==> src/rtl/seg_scan_ctrl.sv <==
// Time-multiplexed scan controller driving one shared seven-segment decoder across NDIG digits.
// Optional leading-zero blanking is enabled by defining SEG_LZB_EN.
module seg_scan_ctrl #(
  parameter int NDIG = 8,
  parameter int DIV  = 1000,
  parameter int IW   = 4
) (
  input  logic              clk,
  input  logic              rst,
  input  logic              load_valid,
  input  logic [4*NDIG-1:0] load_data,
  output logic              load_ready,
  input  logic [NDIG-1:0]   dig_mask,
  output logic [3:0]        nib_out,
  output logic              nib_en,
  output logic [NDIG-1:0]   dig_sel,
  output logic              frame_tick
);

  localparam int PW = (DIV > 1) ? $clog2(DIV) : 1;

  logic [PW-1:0]     pcnt_reg;
  logic [IW-1:0]     idx_reg;
  logic [IW-1:0]     idx_next;
  logic [4*NDIG-1:0] disp_reg;
  logic [4*NDIG-1:0] pend_reg;
  logic [4*NDIG-1:0] disp_next;
  logic              pend_valid_reg;
  logic [3:0]        nib_reg;
  logic              en_reg;
  logic [NDIG-1:0]   sel_reg;
  logic              frame_tick_reg;

  logic              tick;
  logic              wrap;
  logic              commit;
  logic              xfer;
  logic [NDIG-1:0]   sel_next;
  logic [NDIG-1:0]   lzb_keep;
  logic [3:0]        nib_next;
  logic              en_next;

  assign tick      = (pcnt_reg == PW'(DIV - 1));
  assign wrap      = tick && (idx_reg == IW'(NDIG - 1));
  assign idx_next  = !tick ? idx_reg : (wrap ? '0 : idx_reg + IW'(1));
  // xfer and commit are mutually exclusive: xfer needs an empty slot, commit a full one
  assign commit    = wrap && pend_valid_reg;
  assign xfer      = load_valid && !pend_valid_reg;
  assign disp_next = commit ? pend_reg : disp_reg;

  genvar gi;
  generate
    for (gi = 0; gi < NDIG; gi++) begin : g_dig
      assign sel_next[gi] = (idx_next != IW'(gi));
`ifdef SEG_LZB_EN
      if (gi == 0) begin : g_first
        assign lzb_keep[gi] = 1'b1;
      end else begin : g_upper
        // blank when this digit and every more significant one are zero
        assign lzb_keep[gi] = |disp_next[4*NDIG-1:4*gi];
      end
`else
      assign lzb_keep[gi] = 1'b1;
`endif
    end
  endgenerate

  always_comb begin
    nib_next = 4'h0;
    en_next  = 1'b0;
    for (int k = 0; k < NDIG; k++) begin
      if (idx_next == IW'(k)) begin
        nib_next = disp_next[4*k +: 4];
        en_next  = dig_mask[k] & lzb_keep[k];
      end
    end
  end

  always_ff @(posedge clk) begin
    if (rst) begin
      pcnt_reg       <= '0;
      idx_reg        <= IW'(NDIG - 1);
      disp_reg       <= '0;
      pend_reg       <= '0;
      pend_valid_reg <= 1'b0;
      nib_reg        <= 4'h0;
      en_reg         <= 1'b0;
      sel_reg        <= '1;
      frame_tick_reg <= 1'b0;
    end else begin
      pcnt_reg       <= tick ? '0 : pcnt_reg + PW'(1);
      idx_reg        <= idx_next;
      disp_reg       <= disp_next;
      frame_tick_reg <= wrap;
      if (xfer) begin
        pend_reg       <= load_data;
        pend_valid_reg <= 1'b1;
      end else if (commit) begin
        pend_valid_reg <= 1'b0;
      end
      if (tick) begin
        sel_reg <= sel_next;
        nib_reg <= nib_next;
        en_reg  <= en_next;
      end
    end
  end

  assign load_ready = ~pend_valid_reg;
  assign nib_out    = nib_reg;
  assign nib_en     = en_reg;
  assign dig_sel    = sel_reg;
  assign frame_tick = frame_tick_reg;

endmodule

==> config.mk <==
export PLATFORM = sky130hd
export DESIGN_NAME = seg_scan_ctrl
export DESIGN_NICKNAME = d
export VERILOG_FILES = /design/src/rtl/seg_scan_ctrl.sv
export SDC_FILE = /design/constraint.sdc
export NUM_CORES = 1
export LEC_CHECK = 0
export ABC_AREA = 1
export ABC_CLOCK_PERIOD_IN_PS = 2100
export CORE_MARGIN = 3
export CORE_UTILIZATION = 45
export CTS_BUF_LIST = sky130_fd_sc_hd__clkbuf_2
export DETAILED_ROUTE_END_ITERATION = 12
export PLACE_DENSITY = 0.71
export SYNTH_ARGS = -nofsm -noshare
export SYNTH_HDL_FRONTEND = slang
export SYNTH_SLANG_ARGS = --single-unit
==> constraint.sdc <==
create_clock -name clk -period 2.1 [get_ports clk]
set_clock_uncertainty 0.2 [all_clocks]
set_input_delay 0.315 -clock clk [delete_from_list [all_inputs] [get_ports clk]]
set_output_delay 0.315 -clock clk [all_outputs]
set_load 0.005 [all_outputs]
==> results of run 1 <==
through the flow:
step	worst slack, ns	setup TNS (ns)
floorplan	0.00103	0
CTS	-0.122	-0.465
global route	-0.366	-2.68
finish	-0.214	-1.05
detailed placement	-0.181	-1.23
global placement	-0.108	-0.476
path summary, 6_finish.rpt:
kind,endpoint,slack (ns)
worst min register to register,pend_reg[17]$_SDFFE_PP0P_,0.27
worst max register to register,nib_out[0]$_SDFFE_PP0N_,-0.21
worst min-delay path,pend_reg[24]$_SDFFE_PP0P_,0.09
worst max-delay path,nib_out[0]$_SDFFE_PP0N_,-0.21
final cells by class:
type	instances	area [um2]
Clock inverter	4	72.6
Inverter	94	355
Tap cell	108	135
Fill cell	771	3140
Timing Repair Buffer	132	1190
Multi-Input combinational cell	356	1940
Clock buffer	12	60.1
Sequential cell	93	1870
layer usage:
metal | up-vias | part of all wire [%]
li1 | 2019 | -
met1 | 1814 | 42
met2 | 148 | 49
met3 | 25 | 7.2
met4 | 0 | 2.5
met5 | - | 0
cell usage after synthesis:
cell | count | area, um2
nand3_1 | 35 | 175
inv_1 | 90 | 338
o21ai_1 | 7 | 35.0
a21oi_2 | 2 | 17.5
inv_2 | 4 | 15.0
nand2_2 | 6 | 37.5
nand2_1 | 87 | 327
xnor2_1 | 1 | 8.76
nor2_2 | 3 | 18.8
ha_1 | 2 | 25.0
nor3b_1 | 1 | 7.51
o21ai_2 | 4 | 35.0
nand3b_1 | 1 | 7.51
nor2_8 | 1 | 20.0
buf_6 | 4 | 45.0
o21ai_0 | 56 | 280
buf_4 | 1 | 7.51
mux2_2 | 1 | 11.3
buf_2 | 3 | 15.0
dfxtp_1 | 93 | 1860
nor3_2 | 2 | 20.0
o22ai_1 | 2 | 12.5
nand3_4 | 1 | 17.5
nand4_1 | 11 | 68.8
nor2_4 | 6 | 67.6
a21oi_1 | 43 | 215
xor2_1 | 3 | 26.3
nand2_4 | 1 | 11.3
nor3_1 | 2 | 10.0
clkbuf_1 | 15 | 56.3
nor2_1 | 78 | 293
worst register-to-register path: cells and delay by family, from the launching register on:
kind	cells	cell delay, ns
adders and majority gates	1	0.15
AOI/OAI and AO/OA	1	0.20
buffers and inverters	3	0.46
DFF	1	0.42
and+or+nand+nor	9	0.83
what timing repair did:
action	4_1_cts	5_1_grt
setup buffers	9	2
pin swaps	12	20
gates resized for setup	36	33
endpoints found under the setup margin	12	17
power by group through the flow:
stage               logic, uW  registers [uW]  clock network [uW]
global placement          243            1880                   0
CTS                       255            1850                1020
detailed placement        250            1880                   0
floorplan                 120            1880                   0
global route              289            1860                1100
finish                    259            1850                1000
cells by family after synthesis:
kind of cell / after synthesis
AO/OA/AOI/OAI: 114
XOR/XNOR: 4
adder cells (fa/ha/maj): 2
buffers and inverters: 117
flip-flops: 93
multiplexers: 1
AND/OR/NAND/NOR: 235
==> qor.txt, run 1 <==
Outcome = finished with violations
Failing checks = setup timing
Data arrival, critical path = 2.63 ns
Cell Rows = 34
Worst EP required = 2.42 ns
Met3 Use GR = 4.96%
Net Switching = 747 uW
Critical Path Max Stage Delay = 0.42 ns
Hold_sp = load_data[24]
CP max-delay cell = dfxtp_2
First-pass GRT wire length = 17400 um
# setup viols final = 9
Final hold vios = 0
Dpl hpwl = 7650 um
PortBufs = 57
Critical path buffer and inverter count = 3
Crit-path leading delay family = simple AND/OR/NAND/NOR gates
Layout cells sized above 1 = 23.3%
WS Path Type = reg -> reg
N_diodes = 0
Static Leak = 0.00237 uW
Crit path max fanout = 4
Post-route insts no fill = 799
Commonest cells after routing, fill and taps aside = 87 x inv_1, 87 x dfxtp_1, 79 x nand2_1
Clock slew at reported path FFs = 0.24 ns
Cells on Worst Hold Path = 3
Yosys Warn Count = 0
Part of the cycle the worst path needs = 110%
Mapped Nets = 611
Nets = 731
Drt first-iter violations = 179
Crit. Startpoint = pcnt_reg[1]$_SDFF_PP0_
DP Area = 5190 um2
Ports = 58
Clock Sinks = 93
Crit path capture type = register
Die ar. = 10300 um2
Reg-to-Reg Start = pcnt_reg[1]$_SDFF_PP0_
Final routed wire length divided by cell count = 13.5 um
Max-Cap Viols = 0
Met1 Usage GRT = 26.5%
GRT Residual Overflow = 0
# DRC = 0
Initial antenna violation count = 0
CTS tree = yes
Seq/Total Area, Yosys = 45.6%
Gpl congestion = 0.845
Relative slew slack = 75.0%
Pwr Total = 3110 uW
H-tree depth = 3
Mux cell area share after synthesis = 0.276%
Fmax = 432 MHz
Worst Slack Setup Final = -0.214 ns
Area Growth Syn to Fin = 37.6%
Worst Max-Slew Pin Slew = 0.376 ns
Hold WC Path Type = in -> reg
RSZ-0062 raised after global routing = yes
Final Instance Area = 5620 um2
Switching part of the total = 24.0%
Adder-cell share of the synthesized area = 0.612%
Seq cells post-synth = 93
CTS root buffer = clkbuf_2
Die width = 101 um
Utilization after layout = 64.2%
Clock buffer depth = 2
Max-slew violation count = 0
WHS = 0.0917 ns
PD cells = 553 nW/um2
CP Depth = 14
Vias in the first global route = 3772
CP Cell Sequence = ha_4, buf_6, nand3_4, nor2_4, nand4_1, buf_4, a21oi_4, buf_6, nand3_2, nand3_2, nor2_2, nand4_1, nand2_1, nand2_1
Worst IR Drop VDD = 0.000371 V
Clk pwr share = 32.2%
Synthesized instance count = 566
CTS buffer count = 9
Via count = 4006
Largest net degree at the start of global routing = 49
Total track usage = 21.5%
GR peak layer = met2
Initial core utilization = 46.6%
Min Tclk post-route = 2.31 ns
Post-synthesis average cell area = 7.22 um2
Post-DRT Antenna Nets = 0
Hold buffers post-CTS = 0
Yosys cell types = 31
Vias per inst = 5.01
WL final = 10800 um
Compound-cell area share of the yosys netlist = 14.6%
M2 GR Usage = 36.7%
Crit path launch type = register
Dpl cells = 772
Post-synthesis xor/xnor area fraction = 0.857%
Worst-Skew Late Latency = 0.60 ns
Mapped cell area = 4090 um2
CORE AREA = 8760 um2
Simple-gate share of the synthesized area = 26.5%
Combinational power share = 8.3%
Int Power = 2370 uW
Worst R2R Path Depth = 14
Largest family of logic cells by synthesized area = simple AND/OR/NAND/NOR gates
Die Y = 101 um
Drt pass-1 iters = 5
Seq pwr share = 59.4%
Power figures use the tool's default switching activity.
==> inputs of run 2 (changes only) <==
--- a/config.mk
+++ b/config.mk
@@ -7,11 +7,12 @@
 export LEC_CHECK = 0
 export ABC_AREA = 1
 export ABC_CLOCK_PERIOD_IN_PS = 2100
+export CORE_ASPECT_RATIO = 1.5
 export CORE_MARGIN = 3
-export CORE_UTILIZATION = 45
+export CORE_UTILIZATION = 33
 export CTS_BUF_LIST = sky130_fd_sc_hd__clkbuf_2
 export DETAILED_ROUTE_END_ITERATION = 12
-export PLACE_DENSITY = 0.71
+export PLACE_DENSITY = 0.56
 export SYNTH_ARGS = -nofsm -noshare
 export SYNTH_HDL_FRONTEND = slang
 export SYNTH_SLANG_ARGS = --single-unit
==> run 2 against run 1 <==
Net effect:
- the flow still finishes with violations (setup timing)
- largest cell class unchanged
- core utilization decreased by 17 points
- clock power about the same
- final cell count increased by 6.9%
- die area increased by 34%
- non-clock buffer count increased by 8
- critical endpoint unchanged
- critical path type unchanged
- hold slack improved by 0.0076 ns
==> qor.txt, run 2 (synthesis results as in run 1) <==
Reg-to-Reg Start = idx_reg[0]$_SDFF_PP1_
Worst Hold Path EP = pend_reg[1]$_SDFFE_PP0P_
Hold buffers post-CTS = 0 (unchanged)
Hold WC Path Type = in -> reg
PD cells = 545 nW/um2 (-1.5%)
RSZ-0062 raised after global routing = yes
Combinational power share = 8.5% (+0.2 points)
Commonest cells after routing, fill and taps aside = 89 x dfxtp_1, 88 x inv_1, 81 x nand2_1
Register-to-register setup slack = -0.17 ns (+0.05 ns)
Initial antenna violation count = 1 (+1)
RR Endpoint = nib_out[0]$_SDFFE_PP0N_
DP Area = 5300 um2 (+2.2%)
Layout cells sized above 1 = 22.4% (-0.87 points)
Via count = 3952 (-1.3%)
H-tree depth = 3 (unchanged)
# DRC = 0 (unchanged)
Vias in the first global route = 3996 (+5.9%)
Crit path capture type = register
CTS root buffer = clkbuf_2
Seq pwr share = 59.1% (-0.3 points)
Outcome = finished with violations
Ports = 58 (unchanged)
Initial core utilization = 33.8% (-13 points)
Net Switching = 759 uW (+1.6%)
PortBufs = 57 (unchanged)
Die Y = 142 um (+40%)
Filler instances = 1230 (+60%)
Min Tclk post-route = 2.27 ns (-0.0456 ns)
Vias per inst = 4.63 (-7.7%)
Worst R2R Path Depth = 15 (+1)
Commonest non-fill, non-tap cell in the layout = dfxtp_1
WS Path Type = reg -> reg
CORE AREA = 12100 um2 (+38%)
WHS = 0.0993 ns (+0.00758 ns)
Final hold vios = 0 (unchanged)
Data arrival, critical path = 2.59 ns (-0.04 ns)
Worst EP required = 2.42 ns (about the same)
Nets = 740 (+1.2%)
Hold_sp = load_data[1]
Worst Max-Slew Pin Slew = 0.348 ns (-0.0277 ns)
Post-DRT Antenna Nets = 0 (unchanged)
Drt pass-1 iters = 7 (+2)
GRT Residual Overflow = 0 (unchanged)
Clock buffer depth = 2 (unchanged)
Crit path max fanout = 6 (+2)
Relative slew slack = 76.6% (+1.6 points)
Dpl hpwl = 8070 um (+5.5%)
Final Instance Area = 5740 um2 (+2.1%)
Worst Slack Setup Final = -0.168 ns (+0.0456 ns)
Clk pwr share = 32.3% (about the same)
CTS tree = yes
Final routed wire length divided by cell count = 12.7 um (-5.8%)
Die ar. = 13800 um2 (+34%)
Cell Rows = 49 (+44%)
Static Leak = 0.00238 uW (+0.58%)
Part of the cycle the worst path needs = 108% (-2.2 points)
Area Growth Syn to Fin = 40.5%
Total track usage = 16.1% (-5.4 points)
Gpl congestion = 0.806 (-4.6%)
Largest net degree at the start of global routing = 58 (+18%)
Failing checks = setup timing
Cells on Worst Hold Path = 3 (unchanged)
CTS buffer count = 9 (unchanged)
Fmax = 441 MHz (+2.0%)
Max-Cap Viols = 0 (unchanged)
Int Power = 2370 uW (+0.18%)
# setup viols final = 12 (+3)
Max-slew violation count = 0 (unchanged)
Clock Sinks = 93 (unchanged)
Die width = 96.9 um (-4.4%)
Post-route insts no fill = 854 (+6.9%)
Switching part of the total = 24.3% (+0.26 points)
Crit path launch type = register
Dpl cells = 825 (+6.9%)
First-pass GRT wire length = 18000 um (+4.0%)
WL final = 10900 um (+0.72%)
Drt first-iter violations = 197 (+10%)
Clock slew at reported path FFs = 0.26 ns (+0.02 ns)
Worst-Skew Late Latency = 0.57 ns (-0.03 ns)
Worst IR Drop VDD = 0.000313 V (-16%)
## run 2: final cells by class
type | instances | area (um2) | area share (%)
inverters | 94 | 353 | 6.15
diodes | 1 | 2.50 | 0.0436
flip-flops and latches | 93 | 1870 | 32.6
repair buffers | 140 | 1280 | 22.2
multi-input cells | 357 | 1910 | 33.3
clock inverters | 5 | 83.8 | 1.46
well taps | 153 | 191 | 3.33
clock buffers | 11 | 55.1 | 0.959
## run 2: metal layers
layer | global-route usage (%) | part of all wire [%]
met4 | 6.80 | 2.9
met2 | 30.5 | 53
met1 | 17.6 | 40
met5 | 0 | 0
met3 | 2.55 | 4.2
## run 2: worst max path at each step
stage	cells past startpoint	startpoint	slack, ns	end
floorplan	16	pcnt_reg[0]$_SDFF_PP0_	0.001	nib_out[1]$_SDFFE_PP0N_
global placement	15	pcnt_reg[0]$_SDFF_PP0_	-0.17	nib_out[2]$_SDFFE_PP0N_
detailed placement	15	pcnt_reg[0]$_SDFF_PP0_	-0.25	nib_out[2]$_SDFFE_PP0N_
CTS	15	pcnt_reg[1]$_SDFF_PP0_	-0.17	nib_out[2]$_SDFFE_PP0N_
global route	16	pcnt_reg[0]$_SDFF_PP0_	-0.31	nib_en$_SDFFE_PP0N_
finish	15	idx_reg[0]$_SDFF_PP1_	-0.17	nib_out[0]$_SDFFE_PP0N_
## run 2: worst max-delay path, cell delays in order (launching register included)
cell and delay, ns:
dfxtp_2 0.38, ha_1 0.22, buf_4 0.15, xor2_1 0.12
nand3_1 0.14, nand2_4 0.10, buf_4 0.10, inv_2 0.04
nor2_4 0.11, inv_2 0.08, nor2_4 0.21, buf_12 0.14
nor2_1 0.04, nand4_1 0.08, nand2_1 0.05, nand2_1 0.06
## run 2: power groups by stage
| stage | clock network (uW) | logic, uW | registers, uW |
|---|---|---|---|
| 5_1_grt | 1100 | 304 | 1860 |
| 6_report | 1010 | 267 | 1850 |
| 3_3_place_gp | 0 | 252 | 1880 |
| 3_5_place_dp | 0 | 256 | 1880 |
| 2_1_floorplan | 0 | 120 | 1880 |
| 4_1_cts | 1040 | 269 | 1850 |
## run 2: per-stage QoR
stage	total power, uW	TNS [ns]	worst slack [ns]	util, %
finish	3130	-1.09	-0.168	47.5
detailed placement	2140	-1.67	-0.250	43.9
global route	3260	-2.63	-0.314	47.5
global placement	2130	-0.831	-0.166	43.9
floorplan	2000	0	0.00103	-
CTS	3160	-0.772	-0.166	46.7
## run 2: timing repair
| item | CTS | global route |
|---|---|---|
| cloned | 1 | 0 |
| setup endpoints to repair | 18 | 22 |
| resized for setup | 43 | 13 |
| pin swaps | 22 | 10 |
| endpoints found under the hold margin | 0 | 0 |
| setup buffers | 5 | 6 |
==> inputs of run 3 (changes only) <==
--- a/config.mk
+++ b/config.mk
@@ -9,10 +9,10 @@
 export ABC_CLOCK_PERIOD_IN_PS = 2100
 export CORE_ASPECT_RATIO = 1.5
 export CORE_MARGIN = 3
-export CORE_UTILIZATION = 33
+export CORE_UTILIZATION = 40
 export CTS_BUF_LIST = sky130_fd_sc_hd__clkbuf_2
 export DETAILED_ROUTE_END_ITERATION = 12
-export PLACE_DENSITY = 0.56
+export PLACE_DENSITY = 0.65
 export SYNTH_ARGS = -nofsm -noshare
 export SYNTH_HDL_FRONTEND = slang
 export SYNTH_SLANG_ARGS = --single-unit
==> run 3 against run 2 <==
Net effect:
- the run still ends with setup timing left
- non-clock buffer count up 1
- critical endpoint is now nib_out[2]$_SDFFE_PP0N_
- hold slack worse by 0.0031 ns
- critical path type unchanged
- flip-flop and latch count unchanged
- highest routed layer unchanged
- final cell count down 4.1%
==> qor.txt, run 3 (synthesis results as in run 1) <==
Reg-to-Reg Start = pcnt_reg[0]$_SDFF_PP0_
Filler instances = 899 (-27%)
Die Y = 130 um (-8.8%)
Largest net degree at the start of global routing = 52 (-10%)
Vias in the first global route = 3896 (-2.5%)
DP Area = 5230 um2 (-1.4%)
CTS buffer count = 9 (unchanged)
# setup viols final = 10 (-2)
Failing checks = setup timing
Post-route insts no fill = 819 (-4.1%)
Commonest cells after routing, fill and taps aside = 85 x dfxtp_1, 84 x inv_1, 77 x nand2_1
CP Cell Sequence = ha_4, nand2_4, nor2_4, nand3_4, nor2_8, nand2_8, buf_8, buf_6, nand2_2, o21ai_2, nand3_1, nand2_1, nor3_2, nand4_1, nand2_1, nand2_1
GRT Residual Overflow = 0 (unchanged)
Area Growth Syn to Fin = 40.3%
First-pass GRT wire length = 17600 um (-2.5%)
Data arrival, critical path = 2.61 ns (+0.02 ns)
Dpl cells = 787 (-4.6%)
Crit path max fanout = 7 (+1)
Commonest non-fill, non-tap cell in the layout = dfxtp_1
H-tree depth = 3 (unchanged)
Crit path launch type = register
CORE AREA = 9800 um2 (-19%)
Die ar. = 11500 um2 (-17%)
RSZ-0062 raised after global routing = yes
Critical Path Max Stage Delay = 0.41 ns (+0.03 ns)
Hold buffers post-CTS = 0 (unchanged)
Final routed wire length divided by cell count = 13.8 um (+8.2%)
Fmax = 431 MHz (-2.2%)
Relative slew slack = 75.2% (-1.4 points)
Final Instance Area = 5730 um2 (-0.15%)
Clock buffer depth = 2 (unchanged)
CP dominant cell by count = nand2_1
Ports = 58 (unchanged)
Layout cells sized above 1 = 25.7% (+3.3 points)
Worst Slack Setup Final = -0.218 ns (-0.0499 ns)
Max-slew violation count = 0 (unchanged)
# DRC = 0 (unchanged)
Drt pass-1 iters = 4 (-3)
Initial antenna violation count = 1 (unchanged)
Vias per inst = 4.91 (+6.0%)
Final hold vios = 0 (unchanged)
Crit. Startpoint = pcnt_reg[0]$_SDFF_PP0_
Crit path capture type = register
Hold WC Path Type = in -> reg
CTS root buffer = clkbuf_2
Static Leak = 0.00240 uW (+0.64%)
Initial core utilization = 41.7% (+7.9 points)
Max-Cap Viols = 0 (unchanged)
PortBufs = 57 (unchanged)
WS Path Type = reg -> reg
WL final = 11300 um (+3.7%)
Drt first-iter violations = 193 (-2.0%)
Worst IR Drop VDD = 0.000313 V (about the same)
Via count = 4019 (+1.7%)
Crit-path leading delay family = simple AND/OR/NAND/NOR gates
Gpl congestion = 0.965 (+20%)
Outcome = finished with violations
Cell Rows = 44 (-10%)
CTS tree = yes
Worst Max-Slew Pin Slew = 0.370 ns (+0.0220 ns)
PD cells = 502 nW/um2 (-7.9%)
Worst-Skew Late Latency = 0.57 ns (about the same)
Clock Sinks = 93 (unchanged)
Worst EP required = 2.39 ns (-0.03 ns)
Clock slew at reported path FFs = 0.24 ns (-0.02 ns)
Hold_sp = load_data[0]
Die width = 88.5 um (-8.6%)
Post-DRT Antenna Nets = 0 (unchanged)
Total track usage = 19.8% (+3.8 points)
Critical path buffer and inverter count = 2 (-3)
Dpl hpwl = 7980 um (-1.1%)
CP max-delay cell = dfxtp_2
Part of the cycle the worst path needs = 110% (+2.4 points)
Nets = 743 (+0.41%)
Min Tclk post-route = 2.32 ns (+0.0499 ns)
Total Neg Setup Slack = -1.08 ns (+0.0136 ns)
[run 3: path summary, 6_finish.rpt]
path                                                 end  slack [ns]  cells past startpoint
worst max-delay path             nib_out[2]$_SDFFE_PP0N_       -0.22                     16
worst max register to register   nib_out[2]$_SDFFE_PP0N_       -0.22                     16
worst min register to register  pend_reg[5]$_SDFFE_PP0P_        0.27                      2
worst min-delay path            pend_reg[0]$_SDFFE_PP0P_         0.1                      3
[run 3: metal layers]
layer	GRT usage, %	vias up	wire, um
met2	36.8	104	6030
met1	21.9	1837	4520
met4	8.19	0	334
li1	-	2053	-
met3	3.22	25	409
met5	0	-	0
[run 3: final cells by class]
| type | count | area, um2 | area share (%) |
|---|---|---|---|
| Tap cell | 115 | 144 | 2.51 |
| Clock inverter | 5 | 27.5 | 0.480 |
| Multi-Input combinational cell | 359 | 1990 | 34.8 |
| Timing Repair Buffer | 141 | 1280 | 22.4 |
| Antenna cell | 1 | 2.50 | 0.0437 |
| Clock buffer | 11 | 55.1 | 0.960 |
| Sequential cell | 93 | 1870 | 32.7 |
| Inverter | 94 | 355 | 6.20 |
[run 3: where the power goes]
part | switching (uW) | leakage (uW) | internal [uW]
Combinational | 135 | 0.00158 | 132
Clock | 602 | 0.0000631 | 159
Sequential | 22.1 | 0.000758 | 1830
[run 3: through the flow]
step	hold slack [ns]	power [uW]	setup WS, ns	utilization, %
after floorplan	0.218	2000	0.00103	-
final	0.0962	2880	-0.218	58.5
after CTS	0.0560	2890	-0.0917	56.2
after global routing	0.0519	3000	-0.371	58.5
after detailed placement	0.247	2130	-0.190	53.4
after global placement	0.238	2130	-0.157	53.4
[run 3: what timing repair did]
action | in CTS | in global routing
pin swaps | 17 | 27
setup endpoints to repair | 14 | 17
buffers inserted | 5 | 8
endpoints found under the hold margin | 0 | 0
cloned | 1 | 2
resized for setup | 42 | 46
[run 3: worst reg2reg max path, cell delays in order, from the launching register on]
cell and delay [ns]:
dfxtp_2 0.41, ha_4 0.16, nand2_4 0.06, nor2_4 0.12, nand3_4 0.11, nor2_8 0.19, nand2_8 0.10, buf_8 0.15
buf_6 0.12, nand2_2 0.05, o21ai_2 0.06, nand3_1 0.08, nand2_1 0.06, nor3_2 0.16, nand4_1 0.11, nand2_1 0.06
nand2_1 0.04
